--- config.mk ---
export PLATFORM = sky130hd
export DESIGN_NAME = aoc_day3_sched_flat
export DESIGN_NICKNAME = d
export VERILOG_FILES = /design/src/rtl/aoc_day3_pkg.sv /design/src/rtl/aoc_day3_if.sv /design/src/rtl/aoc_day3_watchdog.sv /design/src/rtl/aoc_day3_sched.sv /design/src/flat_wrapper.sv
export SDC_FILE = /design/constraint.sdc
export NUM_CORES = 1
export LEC_CHECK = 0
export ABC_AREA = 1
export CAP_MARGIN = 20
export CORE_MARGIN = 2
export CORE_UTILIZATION = 47
export CTS_CLUSTER_SIZE = 12
export DETAILED_ROUTE_END_ITERATION = 6
export PLACE_DENSITY_LB_ADDON = 0.3
export SYNTH_ARGS = -nofsm -noshare
export SYNTH_HDL_FRONTEND = slang
export SYNTH_SLANG_ARGS = --single-unit
--- constraint.sdc ---
create_clock -name clk -period 5.4 [get_ports clk]
set_clock_uncertainty 0.2 [all_clocks]
set_input_delay 1.08 -clock clk [delete_from_list [all_inputs] [get_ports clk]]
set_output_delay 1.08 -clock clk [all_outputs]
set_load 0.005 [all_outputs]
--- src/rtl/aoc_day3_pkg.sv ---
// rtl/aoc_day3_pkg.sv - shared types and constants for the day-3 line scheduler
package aoc_day3_pkg;

    localparam int DIGIT_W   = 4;
    localparam logic [DIGIT_W-1:0] MAX_DIGIT = 4'd9;
    localparam int RES_W_DEF = 41;

    typedef enum logic [2:0] {
        ST_IDLE  = 3'd0,
        ST_START = 3'd1,
        ST_FEED  = 3'd2,
        ST_WAIT  = 3'd3,
        ST_ACC   = 3'd4
    } state_e;

endpackage

--- src/rtl/aoc_day3_if.sv ---
// rtl/aoc_day3_if.sv - digit stream and datapath handshake bundle
interface aoc_day3_if
    import aoc_day3_pkg::*;
#(
    parameter int RES_W = RES_W_DEF
);

    logic               in_valid;
    logic               in_ready;
    logic [DIGIT_W-1:0] in_digit;
    logic               in_last;

    logic               dp_start;
    logic               dp_valid;
    logic [DIGIT_W-1:0] dp_digit;
    logic               dp_done;
    logic [RES_W-1:0]   dp_result;
    logic               dp_error;

    // master: digit source plus datapath model; slave: the scheduler
    modport master (
        output in_valid, in_digit, in_last, dp_done, dp_result, dp_error,
        input  in_ready, dp_start, dp_valid, dp_digit
    );

    modport slave (
        input  in_valid, in_digit, in_last, dp_done, dp_result, dp_error,
        output in_ready, dp_start, dp_valid, dp_digit
    );

endinterface

--- src/rtl/aoc_day3_watchdog.sv ---
// rtl/aoc_day3_watchdog.sv - cycle counter that flags a stalled datapath
module aoc_day3_watchdog #(
    parameter int TIMEOUT = 64
) (
    input  logic clk,
    input  logic rst_n,
    input  logic enable,
    input  logic clear,
    output logic expired
);

    localparam int W = (TIMEOUT > 1) ? $clog2(TIMEOUT) : 1;

    logic [W-1:0] count_q;
    logic [W-1:0] count_d;

    // restarts from zero every time enable drops, so each WAIT gets a full budget
    always_comb begin
        count_d = count_q;
        if (clear || !enable) begin
            count_d = '0;
        end else begin
            count_d = count_q + W'(1);
        end
    end

    assign expired = enable && (count_q == W'(TIMEOUT - 1));

    always_ff @(posedge clk or negedge rst_n) begin
        if (!rst_n) begin
            count_q <= '0;
        end else begin
            count_q <= count_d;
        end
    end

endmodule

--- src/rtl/aoc_day3_sched.sv ---
// rtl/aoc_day3_sched.sv - feeds digit lines to the selection datapath and totals results
module aoc_day3_sched
    import aoc_day3_pkg::*;
#(
    parameter int LINE_LEN = 14,
    parameter int RES_W    = RES_W_DEF,
    parameter int SUM_W    = 48,
    parameter int TIMEOUT  = 64
) (
    input  logic             clk,
    input  logic             rst_n,
    input  logic             clr,
    aoc_day3_if.slave        bus,
    output logic [SUM_W-1:0] sum_out,
    output logic [15:0]      lines_out,
    output logic             busy,
    output logic             error
);

    localparam logic [2:0] IDLE  = 3'(ST_IDLE);
    localparam logic [2:0] START = 3'(ST_START);
    localparam logic [2:0] FEED  = 3'(ST_FEED);
    localparam logic [2:0] WAIT  = 3'(ST_WAIT);
    localparam logic [2:0] ACC   = 3'(ST_ACC);

    localparam int CNT_W = $clog2(LINE_LEN + 1);
    localparam int ADD_W = ((RES_W > SUM_W) ? RES_W : SUM_W) + 1;

    logic [2:0]         state_q,    state_d;
    logic [CNT_W-1:0]   cnt_q,      cnt_d;
    logic               dp_valid_q, dp_valid_d;
    logic [DIGIT_W-1:0] dp_digit_q, dp_digit_d;
    logic [RES_W-1:0]   res_q,      res_d;
    logic               derr_q,     derr_d;
    logic [SUM_W-1:0]   sum_q,      sum_d;
    logic [15:0]        lines_q,    lines_d;
    logic               error_q,    error_d;

    logic               accept;
    logic               bad_digit;
    logic               wd_expired;
    logic [ADD_W-1:0]   acc_wide;
    logic               acc_ovf;

    aoc_day3_watchdog #(
        .TIMEOUT (TIMEOUT)
    ) u_watchdog (
        .clk     (clk),
        .rst_n   (rst_n),
        .enable  (state_q == WAIT),
        .clear   (clr),
        .expired (wd_expired)
    );

    assign accept    = bus.in_valid && (state_q == FEED);
    assign bad_digit = bus.in_digit > MAX_DIGIT;

    // widen both operands so any bit past SUM_W counts as a carry-out
    assign acc_wide  = ADD_W'(sum_q) + ADD_W'(res_q);
    assign acc_ovf   = |acc_wide[ADD_W-1:SUM_W];

    always_comb begin
        state_d    = state_q;
        cnt_d      = cnt_q;
        dp_valid_d = 1'b0;
        dp_digit_d = dp_digit_q;
        res_d      = res_q;
        derr_d     = derr_q;
        sum_d      = sum_q;
        lines_d    = lines_q;
        error_d    = error_q;

        if (clr) begin
            state_d    = IDLE;
            cnt_d      = '0;
            dp_digit_d = '0;
            res_d      = '0;
            derr_d     = 1'b0;
            sum_d      = '0;
            lines_d    = '0;
            error_d    = 1'b0;
        end else begin
            case (state_q)
                IDLE: begin
                    cnt_d = '0;
                    if (bus.in_valid) begin
                        state_d = START;
                    end
                end
                START: begin
                    state_d = FEED;
                end
                FEED: begin
                    if (accept) begin
                        dp_valid_d = 1'b1;
                        dp_digit_d = bad_digit ? '0 : bus.in_digit;
                        cnt_d      = cnt_q + CNT_W'(1);
                        if (bad_digit) begin
                            error_d = 1'b1;
                        end
                        // a line ends on in_last or at LINE_LEN digits, whichever comes first
                        if (bus.in_last) begin
                            state_d = WAIT;
                            if (cnt_q != CNT_W'(LINE_LEN - 1)) begin
                                error_d = 1'b1;
                            end
                        end else if (cnt_q == CNT_W'(LINE_LEN - 1)) begin
                            state_d = WAIT;
                            error_d = 1'b1;
                        end
                    end
                end
                WAIT: begin
                    if (bus.dp_done) begin
                        res_d   = bus.dp_result;
                        derr_d  = bus.dp_error;
                        state_d = ACC;
                    end else if (wd_expired) begin
                        error_d = 1'b1;
                        state_d = IDLE;
                    end
                end
                ACC: begin
                    sum_d   = acc_wide[SUM_W-1:0];
                    lines_d = lines_q + 16'd1;
                    if (acc_ovf || derr_q) begin
                        error_d = 1'b1;
                    end
                    state_d = IDLE;
                end
                default: begin
                    state_d = IDLE;
                end
            endcase
        end
    end

    always_ff @(posedge clk or negedge rst_n) begin
        if (!rst_n) begin
            state_q    <= IDLE;
            cnt_q      <= '0;
            dp_valid_q <= 1'b0;
            dp_digit_q <= '0;
            res_q      <= '0;
            derr_q     <= 1'b0;
            sum_q      <= '0;
            lines_q    <= '0;
            error_q    <= 1'b0;
        end else begin
            state_q    <= state_d;
            cnt_q      <= cnt_d;
            dp_valid_q <= dp_valid_d;
            dp_digit_q <= dp_digit_d;
            res_q      <= res_d;
            derr_q     <= derr_d;
            sum_q      <= sum_d;
            lines_q    <= lines_d;
            error_q    <= error_d;
        end
    end

    assign bus.in_ready = (state_q == FEED);
    assign bus.dp_start = (state_q == START);
    assign bus.dp_valid = dp_valid_q;
    assign bus.dp_digit = dp_digit_q;
    assign sum_out      = sum_q;
    assign lines_out    = lines_q;
    assign busy         = (state_q != IDLE);
    assign error        = error_q;

endmodule

--- src/flat_wrapper.sv ---
// flat-port wrapper written by rule: the top's interface ports become plain ports
module aoc_day3_sched_flat import aoc_day3_pkg::*;
#(
    parameter int LINE_LEN = 14,
    parameter int RES_W    = RES_W_DEF,
    parameter int SUM_W    = 48,
    parameter int TIMEOUT  = 64
)
  (clk, rst_n, clr, sum_out, lines_out, busy, error, bus_in_valid, bus_in_digit, bus_in_last, bus_dp_done, bus_dp_result, bus_dp_error, bus_in_ready, bus_dp_start, bus_dp_valid, bus_dp_digit);
  aoc_day3_if #(.RES_W(RES_W)) bus_i ();
  input  logic clk;
  input  logic rst_n;
  input  logic clr;
  output logic [SUM_W-1:0] sum_out;
  output logic [15:0] lines_out;
  output logic busy;
  output logic error;
  input wire logic [$bits(bus_i.in_valid)-1:0] bus_in_valid;
  input wire logic [$bits(bus_i.in_digit)-1:0] bus_in_digit;
  input wire logic [$bits(bus_i.in_last)-1:0] bus_in_last;
  input wire logic [$bits(bus_i.dp_done)-1:0] bus_dp_done;
  input wire logic [$bits(bus_i.dp_result)-1:0] bus_dp_result;
  input wire logic [$bits(bus_i.dp_error)-1:0] bus_dp_error;
  output wire logic [$bits(bus_i.in_ready)-1:0] bus_in_ready;
  output wire logic [$bits(bus_i.dp_start)-1:0] bus_dp_start;
  output wire logic [$bits(bus_i.dp_valid)-1:0] bus_dp_valid;
  output wire logic [$bits(bus_i.dp_digit)-1:0] bus_dp_digit;
  assign bus_i.in_valid = bus_in_valid;
  assign bus_i.in_digit = bus_in_digit;
  assign bus_i.in_last = bus_in_last;
  assign bus_i.dp_done = bus_dp_done;
  assign bus_i.dp_result = bus_dp_result;
  assign bus_i.dp_error = bus_dp_error;
  assign bus_in_ready = bus_i.in_ready;
  assign bus_dp_start = bus_i.dp_start;
  assign bus_dp_valid = bus_i.dp_valid;
  assign bus_dp_digit = bus_i.dp_digit;
  aoc_day3_sched #(.LINE_LEN(LINE_LEN), .RES_W(RES_W), .SUM_W(SUM_W), .TIMEOUT(TIMEOUT)) u_core (.clk(clk), .rst_n(rst_n), .clr(clr), .bus(bus_i), .sum_out(sum_out), .lines_out(lines_out), .busy(busy), .error(error));
endmodule
== After elaboration in Yosys (flattened, before gate mapping) ==
Cells that the tools add are included.
Word-level totals
  logic and storage cells: 87
  memories: 0
  bits in read-only memories: 0
  latch bits: 0
  bits in registers: 125
  bits in writable memories: 0
  bits of input ports: 52
  output and inout port bits: 73
Operators by class
  reduce and logical (&&, ||, !) cells: 19
  mux-type cells: 39
  multiply operators: 0
  shift-type cells: 0
  order comparisons: 1
  bitwise gates (word level): 0
  div/mod/pow operators: 0
  equal/unequal tests: 14
  add/sub/neg operators: 4
Operator list (number)
  two-way mux 41 bit: 3
  two-way mux 48 bit: 2
  adder 48 x 41 -> 49 bit: 1
  two-way mux 16 bit: 2
  two-way mux 4 bit: 6
  two-way mux 3 bit: 7
  adder 16 x 1 -> 16 bit (second input constant): 1
  two-way mux 1 bit: 15
  one-hot mux 3 bit (4 select lines): 1
  nonzero test 2 bit: 5
  inequality test 3 x 2 -> 1 bit (second input constant): 3
  inequality test 4 x 3 -> 1 bit (second input constant): 2
  one-hot mux 4 bit (2 select lines): 1
  adder 6 x 1 -> 6 bit (second input constant): 1
  equality test 3 x 2 -> 1 bit (second input constant): 2
  equality test 6 bit (second input constant): 1
  two-way mux 6 bit: 1
  inequality test 3 bit (second input constant): 2
  AND reduction 2 bit: 3
  nonzero test 3 bit: 2
  AND reduction 5 bit: 1
  adder 4 x 1 -> 4 bit (second input constant): 1
  equality test 4 bit (second input constant): 1
  greater-than comparator 4 bit (second input constant): 1
  10 further kinds: 12

== Longest topological paths before layout ==
Gate-level depths: netlist (run 1).
  depth in word-level cells: 7
  depth in mapped cells: 16

== Cells and area by module ==
Synthesis (run 1) repeated with hierarchy kept, for this count alone.
Unflattened totals
  cells, all modules: 1334
  area, all modules: 8874.8 um^2
By module, submodules not included
  aoc_day3_sched: area an instance 8563.2 um^2, cells each 1296, sequential area each 2977.9 um^2, instances 1
  aoc_day3_watchdog: area an instance 311.5 um^2, cells each 38, sequential area each 150.1 um^2, instances 1

== Worst setup path after synthesis (run 1) ==
No wires, ideal clock.
  path kind: input -> register
  start: in clr
  end: reg u_core.derr_q
  arrival: 2038 ps
  slack: 3095 ps
  buffers on the path: 3
  cell stages on the path: 6
  cells stage by stage: buf_2 > inv_1 > clkbuf_1 > buf_1 > nand3_1 > nand2_1
On the way
  longest elaborated chain between the ends: 2
  elaborated cells on any way between the ends: 4
  classes of those cells: mux: 1; reduce/logical: 3
RTL lines
  start: declaration: line flat_wrapper.sv:13  | input logic clr;
  nonzero test 2 bit (no line)
  AND reduction 2 bit (no line)
  end signal: assignment: line aoc_day3_sched.sv:155  | derr_q <= derr_d;
  end: declaration: line aoc_day3_sched.sv:34  | logic derr_q, derr_d;
Parallel ways exist; a longest one is shown, timed or not.
A chain may end at the register's enable or synchronous reset.

== Worst setup path after layout (run 1) ==
  start: in clr
  end: reg u_core.res_q[15]
On the way
  longest elaborated chain between the ends: 2
  elaborated cells on any way between the ends: 4
  classes of those cells: mux: 1; reduce/logical: 3
RTL lines
  nonzero test 2 bit (no line)
  AND reduction 2 bit (no line)
  end signal: assignment: line aoc_day3_sched.sv:154  | res_q <= res_d;
  end: declaration: line aoc_day3_sched.sv:33  | logic [RES_W-1:0] res_q, res_d;
Parallel ways exist; a longest one is shown, timed or not.

==> metrics.md, run 1 <==
| Metric | Value |
|---|---|
| Status | `completed` |
| Largest net degree at the start of global routing | `between 60 and 70` |
| Final-stage net count | `between 1.5k and 2k` |
| Crit path cell chain | `clkdlybuf4s50_1 -> inv_2 -> nand2_1 -> nor2_4 -> buf_4 -> nand2_1 -> nand2_1` |
| Largest family of logic cells by synthesized area | `simple AND/OR/NAND/NOR gates` |
| Syn_area_per_cell | `between 6 and 7 um^2` |
| Mapped Cells | `1,301` |
| CTS Buf Count | `17` |
| Mapped Area | `0.00864 mm^2` |
| Slew Limit Fails | `0` |
| Cell variety after synth | `47` |
| DRT antenna net count | `0` |
| First-pass GRT wire length | `roughly 44,000 um` |
| Clock Path Buffers | `2` |
| Worst slew margin | `42.1%` |
| FF+latch count, synth | `about 130` |
| Worst hold path type | `flop to flop` |
| Hold-fix buffers, CTS | `0` |
| Setup crit end kind | `flop` |
| WL final | `around 27,000 um` |
| Routed wire length per instance | `~16 um` |
| Slowest stage cell, crit path | `clkdlybuf4s50_1` |
| Post_cts resized | `0` |
| Gr ovfl total | `0` |
| Die area | `between 0.015 and 0.02 mm^2` |
| Filler instances | `1,760` |
| M1 GR Usage | `39.4%` |
| FP Rows | `a little under 50` |
| Clk root buf | `clkbuf_16` |
| Avg Vias per Cell | `5.26` |
| TritonRoute pass-1 iters | `5` |
| CP arrival | `~3.4 ns` |
| Pwr Density | `around 230 mW/mm^2` |
| H-tree depth | `4` |
| Crit path max fanout | `24` |
| Area grow syn2layout | `23.6%` |
| Fin crit share | `between 50% and 60%` |
| Die Y | `around 140 um` |
| Input/output buffers | `roughly 120` |
| Post-synthesis mux area share | `less than 1%` |
| Routing usage on met3 | `6.02%` |
| Detailed Route Iter0 Violations | `just under 600` |
| Ports | `between 100 and 150` |
| DIE WIDTH | `~140 um` |
| Fraction of layout cells with a size suffix above 1 | `roughly 4.6%` |
| GR peak layer | `met2` |
| Register area share after synthesis | `between 30% and 40%` |
| TNS Setup | `0 ns` |
| Maximum VDD drop | `about 0.00021 V` |
| Antenna diodes | `0` |
| Overall power | `between 2 and 2.5 mW` |
| Clk_lat worst skew | `between 0.4 and 0.5 ns` |
| Xor/xnor cell area share of the yosys netlist | `less than 1%` |
| Post-synthesis adder-cell area fraction | `just under 7%` |
| Complex-gate fraction of the synthesized area | `between 10% and 20%` |
| GRT Util Overall | `around 29%` |
| Worst hold slack | `~0.28 ns` |
| # DRC | `0` |
| Initial cell density of the core | `approximately 48%` |
| Worst Tran Pin Value | `slightly below 0.9 ns` |
| Post-CTS Setup Inserts | `0` |
| Worst-path clk slew | `0.06 ns` |
| Syn nets | `about 1.4k` |
| Slowest cell delay on critical path | `a little over 0.8 ns` |
| Final min period | `between 3 and 4 ns` |
| Routability cong. | `around 0.95` |
| Crit Path Class | `input port to flop` |
| Vias in the first global route | `~8.4k` |
| Core area | `~0.018 mm^2` |
| CTS tree | `done` |
| Commonest non-fill, non-tap cell in the layout | `nand2_1` |
| F_max | `roughly 310 MHz` |
| CTS Sinks | `125` |
| Final Hold Fails | `0` |
| Most frequent cells in the layout | `nand2_1, inv_1, dfrtp_1` |
| MaxCap Viol Count | `0` |
| Setup crit start kind | `input port` |
| Met2 GRT Util | `between 40% and 50%` |
| WP data required | `approximately 5.6 ns` |
| Synthesis Warnings | `0` |
| Post-detail-place hpwl | `around 21,000 um` |
| Worst path most repeated cell | `nand2_1` |
| # setup viols final | `0` |
| Unrepaired setup endpoints after global routing | `false` |
| Leak | `about 5.6 nW` |
| Simple-gate area share of the yosys netlist | `between 30 and 40%` |
| Vias post-DR | `~8.8k` |
| Antenna violations before repair | `0` |
layout make-up:
| type | instances | area (um^2) | area share (%) |
|---|---|---|---|
| multi-input cells | 986 | 4780 | 44.8 |
| flip-flops and latches | 125 | 3130 | 29.3 |
| repair buffers | 131 | 1290 | 12.1 |
| inverters | 165 | 619 | 5.80 |
| clock buffers | 19 | 443 | 4.15 |
| well taps | 229 | 287 | 2.68 |
| clock inverters | 13 | 131 | 1.23 |
cell families (layout without fill, tap and decap cells):
logic type | count (synthesis) | after routing
AOI/OAI and AO/OA | 181 | 181
xor gates and xnor gates | 7 | 7
adders and majority gates | 46 | 46
buffers and inverters | 190 | 328
DFF | 125 | 125
muxes | 1 | 1
and+or+nand+nor | 751 | 751
path summary, 6_finish.rpt:
path	cells after the start	endpoint	slack, ns	startpoint
max	7	u_core.res_q[15]	2.18	clr
min	1	u_core.u_watchdog.count_q[0]	0.28	u_core.u_watchdog.count_q[0]
max reg2reg	15	u_core.sum_out[44]	2.36	u_core.sum_out[0]
min reg2reg	1	u_core.u_watchdog.count_q[0]	0.28	u_core.u_watchdog.count_q[0]
max in group asynchronous	2	u_core.sum_out[36]	3.46	rst_n
min in group asynchronous	1	u_core.res_q[10]	0.55	rst_n
cell usage after synthesis (all sizes together):
| cell | instances | area, um^2 |
|---|---|---|
| a32oi | 1 | 8.76 |
| ha | 45 | 563 |
| xnor2 | 4 | 35.0 |
| a31oi | 1 | 6.26 |
| nor4 | 4 | 31.3 |
| a41oi | 1 | 8.76 |
| o21bai | 10 | 78.8 |
| inv | 165 | 619 |
| mux2 | 1 | 11.3 |
| nor3 | 23 | 130 |
| clkbuf | 12 | 45.0 |
| dfrtp | 125 | 3130 |
| buf | 13 | 70.1 |
| and3 | 2 | 12.5 |
| o22ai | 1 | 6.26 |
| o41ai | 1 | 8.76 |
| nor2 | 128 | 515 |
| a211oi | 1 | 7.51 |
| a22oi | 1 | 7.51 |
| a21oi | 84 | 420 |
| nand3b | 3 | 22.5 |
| a21o | 1 | 7.51 |
| a32o | 1 | 10.0 |
| xor2 | 3 | 26.3 |
| fa | 1 | 20.0 |
| nor3b | 2 | 20.0 |
| nand2 | 463 | 1740 |
| nand3 | 115 | 586 |
| or2 | 2 | 12.5 |
| a21boi | 1 | 7.51 |
| nand4 | 9 | 56.3 |
| a22o | 2 | 17.5 |
| o31ai | 6 | 50.1 |
| o21ai | 69 | 345 |
metrics by stage:
stage | cell area (um^2) | cells | utilization [%] | worst slack, ns
after global routing | 10700 | 1668 | 59.2 | 1.95
after detailed placement | 10100 | 1636 | 56.1 | 1.78
after CTS | 10700 | 1668 | 59.2 | 2.21
after floorplan | 8640 | 1301 | - | 3.10
after global placement | 10100 | 1636 | 56.1 | 1.85
final | 10700 | 1668 | 59.2 | 2.18
sequential cells by signal, indices dropped and copies added, names as in the netlist:
name,count
u_core.bus.dp_digit,4
u_core.state_q,3
u_core.sum_out,48
u_core.lines_out,16
u_core.u_watchdog.count_q,6
u_core.error,1
u_core.res_q,41
u_core.cnt_q,4
u_core.bus.dp_valid,1
u_core.derr_q,1
report_power, final:
part           total, mW  switching [mW]  internal (mW)
clock               1.14           0.482          0.656
sequential         0.998          0.0271          0.971
combinational      0.303           0.181          0.122
worst max-delay path: cells and delay by family:
kind          cells  cell delay, ns
buf+inv           3            1.39
simple gates      4            0.89
layer usage:
| layer | wire (um) | up-vias |
|---|---|---|
| met3 | 1600 | 45 |
| met4 | 807 | 0 |
| met1 | 12700 | 4043 |
| met2 | 12300 | 241 |
| li1 | - | 4440 |
| met5 | 0 | - |
(Power assumes the default switching activity.)
==> run 2, diff against run 1 <==
clock period = 2.8 ns   (was 5.4 ns; I/O delays follow)
==> metrics.md, run 2 (synthesized netlist as in run 1, its figures left out) <==
| Metric | Value |
|---|---|
| Int Power | `3.36 mW (+92%)` |
| Fin crit share | `a little over nine tenths` |
| Avg Vias per Cell | `5.30 (+0.83%)` |
| Gr ovfl total | `0 (unchanged)` |
| Post-detail-place hpwl | `21,300 um (+1.6%)` |
| CTS Sinks | `125 (unchanged)` |
| Fin area | `0.0109 mm^2 (+2.1%)` |
| F_max | `378 MHz` |
| Status | `completed` |
| Unrepaired setup endpoints after global routing | `false` |
| Input/output buffers | `124 (unchanged)` |
| Psw | `1.33 mW (+93%)` |
| CP Buf/Inv Count | `2 (-1)` |
| Delay-heaviest family, CP | `simple AND/OR/NAND/NOR gates` |
| Clk root buf | `clkbuf_16` |
| Worst-path clk slew | `0.07 ns (about the same)` |
| Clk_lat worst skew | `0.43 ns (about the same)` |
| Clock Path Buffers | `2 (unchanged)` |
| Register area | `0.00313 mm^2 (unchanged)` |
| FP Rows | `49 (unchanged)` |
| Antenna diodes | `0 (unchanged)` |
| Slowest stage cell, crit path | `fa_2` |
| Max FFs per register | `48 (unchanged)` |
| Final-stage net count | `1,547 (+1.5%)` |
| Detailed Route Iter0 Violations | `656 (+13%)` |
| Leak | `5.68 nW (+2.3%)` |
| Sequential Power Share | `41.0% (about the same)` |
| Clock power frac | `46.1% (-0.6 points)` |
| Worst Tran Pin Value | `0.570 ns (-0.297 ns)` |
| Multi-input logic area | `0.00480 mm^2 (+0.52%)` |
| # setup viols final | `0 (unchanged)` |
| Cells after DPL | `1,655 (+1.2%)` |
| Setup crit end kind | `flop` |
| DRT antenna net count | `0 (unchanged)` |
| MaxCap Viol Count | `0 (unchanged)` |
| # DRC | `0 (unchanged)` |
| Largest net degree at the start of global routing | `53 (-22%)` |
| Most frequent cells in the layout | `nand2_1, inv_1, dfrtp_1` |
| TritonRoute pass-1 iters | `5 (unchanged)` |
| Slew Limit Fails | `0 (unchanged)` |
| Final min period | `around 2.6 ns` |
| H-tree depth | `4 (unchanged)` |
| Fraction of layout cells with a size suffix above 1 | `6.37% (+1.8 points)` |
| CTS Buf Count | `17 (unchanged)` |
| Slowest cell delay on critical path | `0.39 ns (-0.43 ns)` |
| DIE WIDTH | `140 um (unchanged)` |
| Core area | `0.0180 mm^2 (unchanged)` |
| Die area | `0.0195 mm^2 (unchanged)` |
| Routed wire length per instance | `16.4 um (-0.15%)` |
| Antenna violations before repair | `0 (unchanged)` |
| Crit path max fanout | `4 (-83%)` |
| CTS tree | `done` |
| Maximum VDD drop | `0.000409 V (+94%)` |
| Pwr Density | `430 mW/mm^2 (+88%)` |
| WP data required | `2.92 ns (-2.64 ns)` |
| CP arrival | `2.77 ns (-0.62 ns)` |
| Layout Cells excl Fill | `1,690 (+1.3%)` |
| Commonest non-fill, non-tap cell in the layout | `nand2_1` |
| First-pass GRT wire length | `45,100 um (+2.3%)` |
| Post-DP Area | `0.0103 mm^2 (+1.8%)` |
| Worst slew margin | `62.0% (+20 points)` |
| Filler instances | `1,769 (+0.51%)` |
| Crit Path Class | `flop to flop` |
| Worst hold path type | `flop to flop` |
| Worst path most repeated cell | `nand2_1` |
| Crit path cell chain | `ha_1 -> inv_1 -> fa_2 -> inv_1 -> nand3_1 -> nand2_2 -> nand2_1 -> nand2_2 -> nand3_1 -> nand3_1 -> nand2_1 -> nand2_1 -> nand2_1 -> nand2_1 -> nand2_1` |
| Ports | `125 (unchanged)` |
| Gate power share | `12.9% (+0.5 points)` |
| Routability cong. | `1.01 (+7.4%)` |
| Sw Share | `28.4% (+0.096 points)` |
| Die Y | `140 um (unchanged)` |
| Vias post-DR | `8,958 (+2.2%)` |
| Area grow syn2layout | `26.2%` |
| Initial cell density of the core | `47.9% (unchanged)` |
| Vias in the first global route | `8,636 (+2.6%)` |
| Setup crit start kind | `flop` |
| GRT Util Overall | `29.0% (+0.42 points)` |
| Final Hold Fails | `0 (unchanged)` |
| WL final | `27,800 um (+1.2%)` |
run 2: cell count changes in the layout (fill, tap and decap cells not counted), sizes merged:
cell | before | now
buf | 8 | 30
clkinv | 4 | 3
inv | 171 | 172
dlygate4sd3 | 0 | 1
clkbuf | 19 | 18
run 2: path summary, 6_finish.rpt:
path	from	end	slack, ns	depth (start not counted)
worst max register to register	u_core.sum_out[0]	u_core.error	0.16	15
min in group asynchronous	rst_n	u_core.sum_out[7]	0.47	2
max in group asynchronous	rst_n	u_core.sum_out[33]	1.23	3
worst min-delay path	u_core.u_watchdog.count_q[0]	u_core.u_watchdog.count_q[0]	0.26	1
worst min register to register	u_core.u_watchdog.count_q[0]	u_core.u_watchdog.count_q[0]	0.26	1
worst max-delay path	u_core.sum_out[0]	u_core.error	0.16	15
run 2: final cells by class:
type / instances / share of cell area (%)
multi-input combinational: 986 / 44.1
sequential: 125 / 28.7
timing repair buffer: 154 / 13.8
inverter: 165 / 5.68
clock buffer: 18 / 3.94
tap: 229 / 2.63
clock inverter: 13 / 1.21
run 2: worst reg2reg max path, cell delays in order (launching register included):
cell,delay [ns]
dfrtp_1,0.38
ha_1,0.25
inv_1,0.11
fa_2,0.39
inv_1,0.11
nand3_1,0.09
nand2_2,0.12
nand2_1,0.07
nand2_2,0.13
nand3_1,0.12
nand3_1,0.22
nand2_1,0.08
nand2_1,0.10
nand2_1,0.06
nand2_1,0.06
nand2_1,0.05
run 2: routing by layer:
layer	share of wire [%]	wire, um	GRT usage (%)
met5	0	0	0
met2	46	12700	47.5
met4	2.4	677	8.26
met3	6.8	1890	5.02
met1	45	12500	39.8
run 2: timing repair:
action / 4_1_cts / 5_1_grt
buffers inserted: 1 / 2
pin swaps: 1 / 1
setup endpoints to repair: 12 / 14
hold buffers: 1 / 0
resized for setup: 5 / 2
endpoints found under the hold margin: 36 / 0
run 2: power by group through the flow:
stage               sequential, mW  clock (mW)  combinational [mW]
finish                        1.92        2.16               0.603
global route                  1.93        2.28               0.673
CTS                           1.92        2.19               0.610
detailed placement            1.95           0               0.604
global placement              1.96           0               0.593
floorplan                     1.94           0               0.321
run 2: per-stage QoR:
step | util (%) | setup TNS, ns | worst slack, ns | power (mW) | hold slack, ns
global route | 60.5 | 0 | 0.0159 | 4.88 | 0.291
floorplan | - | 0 | 0.564 | 2.26 | 0.0644
detailed placement | 57.1 | -0.749 | -0.141 | 2.56 | 0.256
global placement | 57.1 | -0.803 | -0.132 | 2.55 | 0.254
CTS | 60.4 | 0 | 0.0156 | 4.72 | 0.265
finish | 60.5 | 0 | 0.158 | 4.69 | 0.261
==> RTL change (flow settings as in run 2) <==
`TIMEOUT` is set to 64 in 3 places; all go to 32.
--- a/src/rtl/aoc_day3_watchdog.sv
+++ b/src/rtl/aoc_day3_watchdog.sv
@@ -1,6 +1,6 @@
 // rtl/aoc_day3_watchdog.sv - cycle counter that flags a stalled datapath
 module aoc_day3_watchdog #(
-    parameter int TIMEOUT = 64
+    parameter int TIMEOUT = 32
 ) (
     input  logic clk,
     input  logic rst_n,
--- a/src/rtl/aoc_day3_sched.sv
+++ b/src/rtl/aoc_day3_sched.sv
@@ -5,7 +5,7 @@
     parameter int LINE_LEN = 14,
     parameter int RES_W    = RES_W_DEF,
     parameter int SUM_W    = 48,
-    parameter int TIMEOUT  = 64
+    parameter int TIMEOUT  = 32
 ) (
     input  logic             clk,
     input  logic             rst_n,
--- a/src/flat_wrapper.sv
+++ b/src/flat_wrapper.sv
@@ -4,7 +4,7 @@
     parameter int LINE_LEN = 14,
     parameter int RES_W    = RES_W_DEF,
     parameter int SUM_W    = 48,
-    parameter int TIMEOUT  = 64
+    parameter int TIMEOUT  = 32
 )
   (clk, rst_n, clr, sum_out, lines_out, busy, error, bus_in_valid, bus_in_digit, bus_in_last, bus_dp_done, bus_dp_result, bus_dp_error, bus_in_ready, bus_dp_start, bus_dp_valid, bus_dp_digit);
   aoc_day3_if #(.RES_W(RES_W)) bus_i ();
Behaviour: no difference found for any inputs over 10 cycles, from zero or initial values and one cycle with rst_n low; that may be too few to reach the edited logic, so the function may still have changed.
==> RTL change against run 2 <==
- design area grew 0.38%
- cell count shrank 0.18%
- wire length grew 0.93%
- area after synthesis grew 0.56%
- sequential cell count shrank 1
- count of clock-buffer cells in the layout is the same
- total power grew 3.9%
- worst setup slack lost 0.0099 ns
- first-iteration DRC count grew 5.9%
- critical path depth shrank 2
- critical endpoint is now u_core.sum_out[32]
- largest cell class unchanged
- highest routed layer unchanged
==> RTL change: results (changes against run 2) <==
outcome:
  run_status: "finished clean"  # unchanged
clock_network:
  clk_latency_ns: 0.44
  clockBufferDepth: 2  # unchanged
  htree_levels: 4  # unchanged
  path_clk_slew_ns: 0.06
  numCtsBuffers: 17  # unchanged
  clockRootBuffer: "clkbuf_16"  # unchanged
power_and_ir_drop:
  power.leakage_uw: 0.005729  # was 0.005680 uW
  swShare: 0.2766  # was 0.2836
  ir_drop_mv: 0.4022  # was 0.4086 mV
detailed_routing:
  drt_wl_total_um: 28020  # was 27770 um
  top_layer: "met4"  # unchanged
  avgViaCountPerCell: 5.299  # was 5.301
  firstDrtPassIters: 4  # was 5
  met3_length_um: 1584  # was 1889 um
  met2_length_um: 12840  # was 12750 um
  first_iter_violations: 695  # was 656
  met1Wirelength_um: 12790  # was 12450 um
timing:
  slew_headroom: 0.6050  # was 0.6200
  setup_viol: 0  # unchanged
global_route:
  grt_usage: 0.2957  # was 0.2900
  grt_start_max_net_pins: 87  # was 53
  grt_pass1_vias: 8963  # was 8636
  antenna_found_initial: 0  # unchanged
  grt_pass1_wl_um: 45940  # was 45060 um
  overflow: 0  # unchanged
finish:
  largest_register_ffs: 48  # unchanged
  drive_above_1_share: 0.06653  # was 0.06366
  n_fill_cell: 1757  # was 1769
  nNetsFinal: 1544  # was 1547
  diodes: 0  # unchanged
synth:
  synth_top_cells_by_count: "nand2_1 (474), inv_1 (164), dfrtp_1 (124)"  # was nand2_1 (461), inv_1 (160), dfrtp_1 (125)
  synthFlopType: "dfrtp_1"  # unchanged
  yosys_warnings: 0  # unchanged
  ys_top_cells_by_area: "dfrtp_1 (36%), nand2_1 (20%), inv_1 (7.1%)"  # was dfrtp_1 (36%), nand2_1 (20%), inv_1 (7.0%)
  yosysMostFrequentCell: "nand2_1"  # unchanged
  synth-async-reset-ratio: 1.000  # unchanged
  synthesis.nets: 1402  # was 1399
  ys_seq_area_frac: 0.3572  # was 0.3621
  ys_types: 48  # was 47
critical_path:
  ff2ff_setup_slack_ns: 0.15
  worstPathArrival_ns: 2.77  # about the same
  regToRegStartpoint: "u_core.sum_out[0]"  # unchanged
  crit_slowest_cell: "fa_2"  # unchanged
  worst_r2r_endpoint: "u_core.sum_out[32]"  # was u_core.error
  crit_fanout: 4  # unchanged
  cpPeakStageDelay_ns: 0.41  # was 0.39 ns
  reg2regPathDepth: 13  # was 15
hold_path:
  min_path_type: "reg -> reg"  # unchanged
  holdPathEnd: "u_core.u_watchdog.count_q[0]"  # unchanged
  worstHoldStart: "u_core.u_watchdog.count_q[0]"  # unchanged
  whs_path_depth: 1  # unchanged
place:
  dp_hpwl_um: 21520  # was 21350 um
  dp_worst_setup_slack_ns: -0.1304  # was -0.1406 ns
  globalplace.congestion: 0.9708  # was 1.015
## RTL change: changes by cell type in the layout (fill, tap and decap cells not counted), sizes merged, moves of 2 or more
cell | run 2 | this run
o31ai | 6 | 4
bufinv | 1 | 3
xnor2 | 4 | 12
nand2 | 463 | 482
a21oi | 84 | 70
nor3 | 23 | 18
buf | 30 | 24
o21bai | 10 | 8
inv | 172 | 175
nand4 | 9 | 11
o21ai | 69 | 60
nor2 | 128 | 122
nand3b | 3 | 7
## RTL change: logic make-up after synthesis
logic type / share of synthesized area
multiplexers: 0.001296
flip-flops: 0.3572
buffers and inverters: 0.08656
AND/OR/NAND/NOR: 0.3738
AO/OA/AOI/OAI: 0.09650
adder cells (fa/ha/maj): 0.06856
XOR/XNOR: 0.01613
## RTL change: worst max-delay path by stage
stage	end	from	slack (ns)	cells after the start
2_1_floorplan	u_core.sum_out[42]	u_core.sum_out[0]	0.60	13
3_3_place_gp	u_core.sum_out[24]	u_core.sum_out[0]	-0.17	13
3_5_place_dp	u_core.error	u_core.sum_out[0]	-0.13	13
4_1_cts	u_core.sum_out[38]	u_core.sum_out[0]	0.009	13
5_1_grt	u_core.sum_out[24]	u_core.sum_out[0]	0.005	13
6_report	u_core.sum_out[32]	u_core.sum_out[0]	0.15	13
## RTL change: routing by layer
| layer | global-route usage | up-vias |
|---|---|---|
| met3 | 0.05504 | 42 |
| met1 | 0.4001 | 4184 |
| li1 | - | 4453 |
| met5 | 0 | - |
| met4 | 0.09632 | 0 |
| met2 | 0.4816 | 261 |
## RTL change: repair_timing
| item | in CTS | in global routing |
|---|---|---|
| resized for setup | 3 | 4 |
| endpoints found under the hold margin | 40 | 0 |
| buffers inserted | 0 | 1 |
| pin swaps | 0 | 2 |
| hold buffers | 1 | 0 |
| setup endpoints to repair | 13 | 13 |
## RTL change: final cells by class
type | instances | area (sq um) | share of cell area
multi-input cells | 984 | 4855 | 0.4436
well taps | 229 | 286.5 | 0.02618
clock buffers | 18 | 429.2 | 0.03922
repair buffers | 148 | 1446 | 0.1322
flip-flops and latches | 124 | 3103 | 0.2836
inverters | 170 | 638.1 | 0.05831
clock inverters | 14 | 185.2 | 0.01692
## RTL change: stage by stage
step           area (sq um)  instances  utilization  hold slack (ns)  total power (uW)
3_3_place_gp          10290       1653       0.5708           0.2510              2535
2_1_floorplan          8687       1303            -          0.06441              2249
4_1_cts               10930       1686       0.6061           0.2812              4907
5_1_grt               10940       1687       0.6071           0.2913              5051
6_report              10940       1687       0.6071           0.2710              4875
3_5_place_dp          10290       1653       0.5708           0.2725              2541
## RTL change: power groups by stage
stage	Combinational, uW	Clock, uW	Sequential [uW]
2_1_floorplan	323	0	1930
3_3_place_gp	598	0	1940
3_5_place_dp	605	0	1940
4_1_cts	613	2390	1910
5_1_grt	677	2460	1910
6_report	608	2360	1910
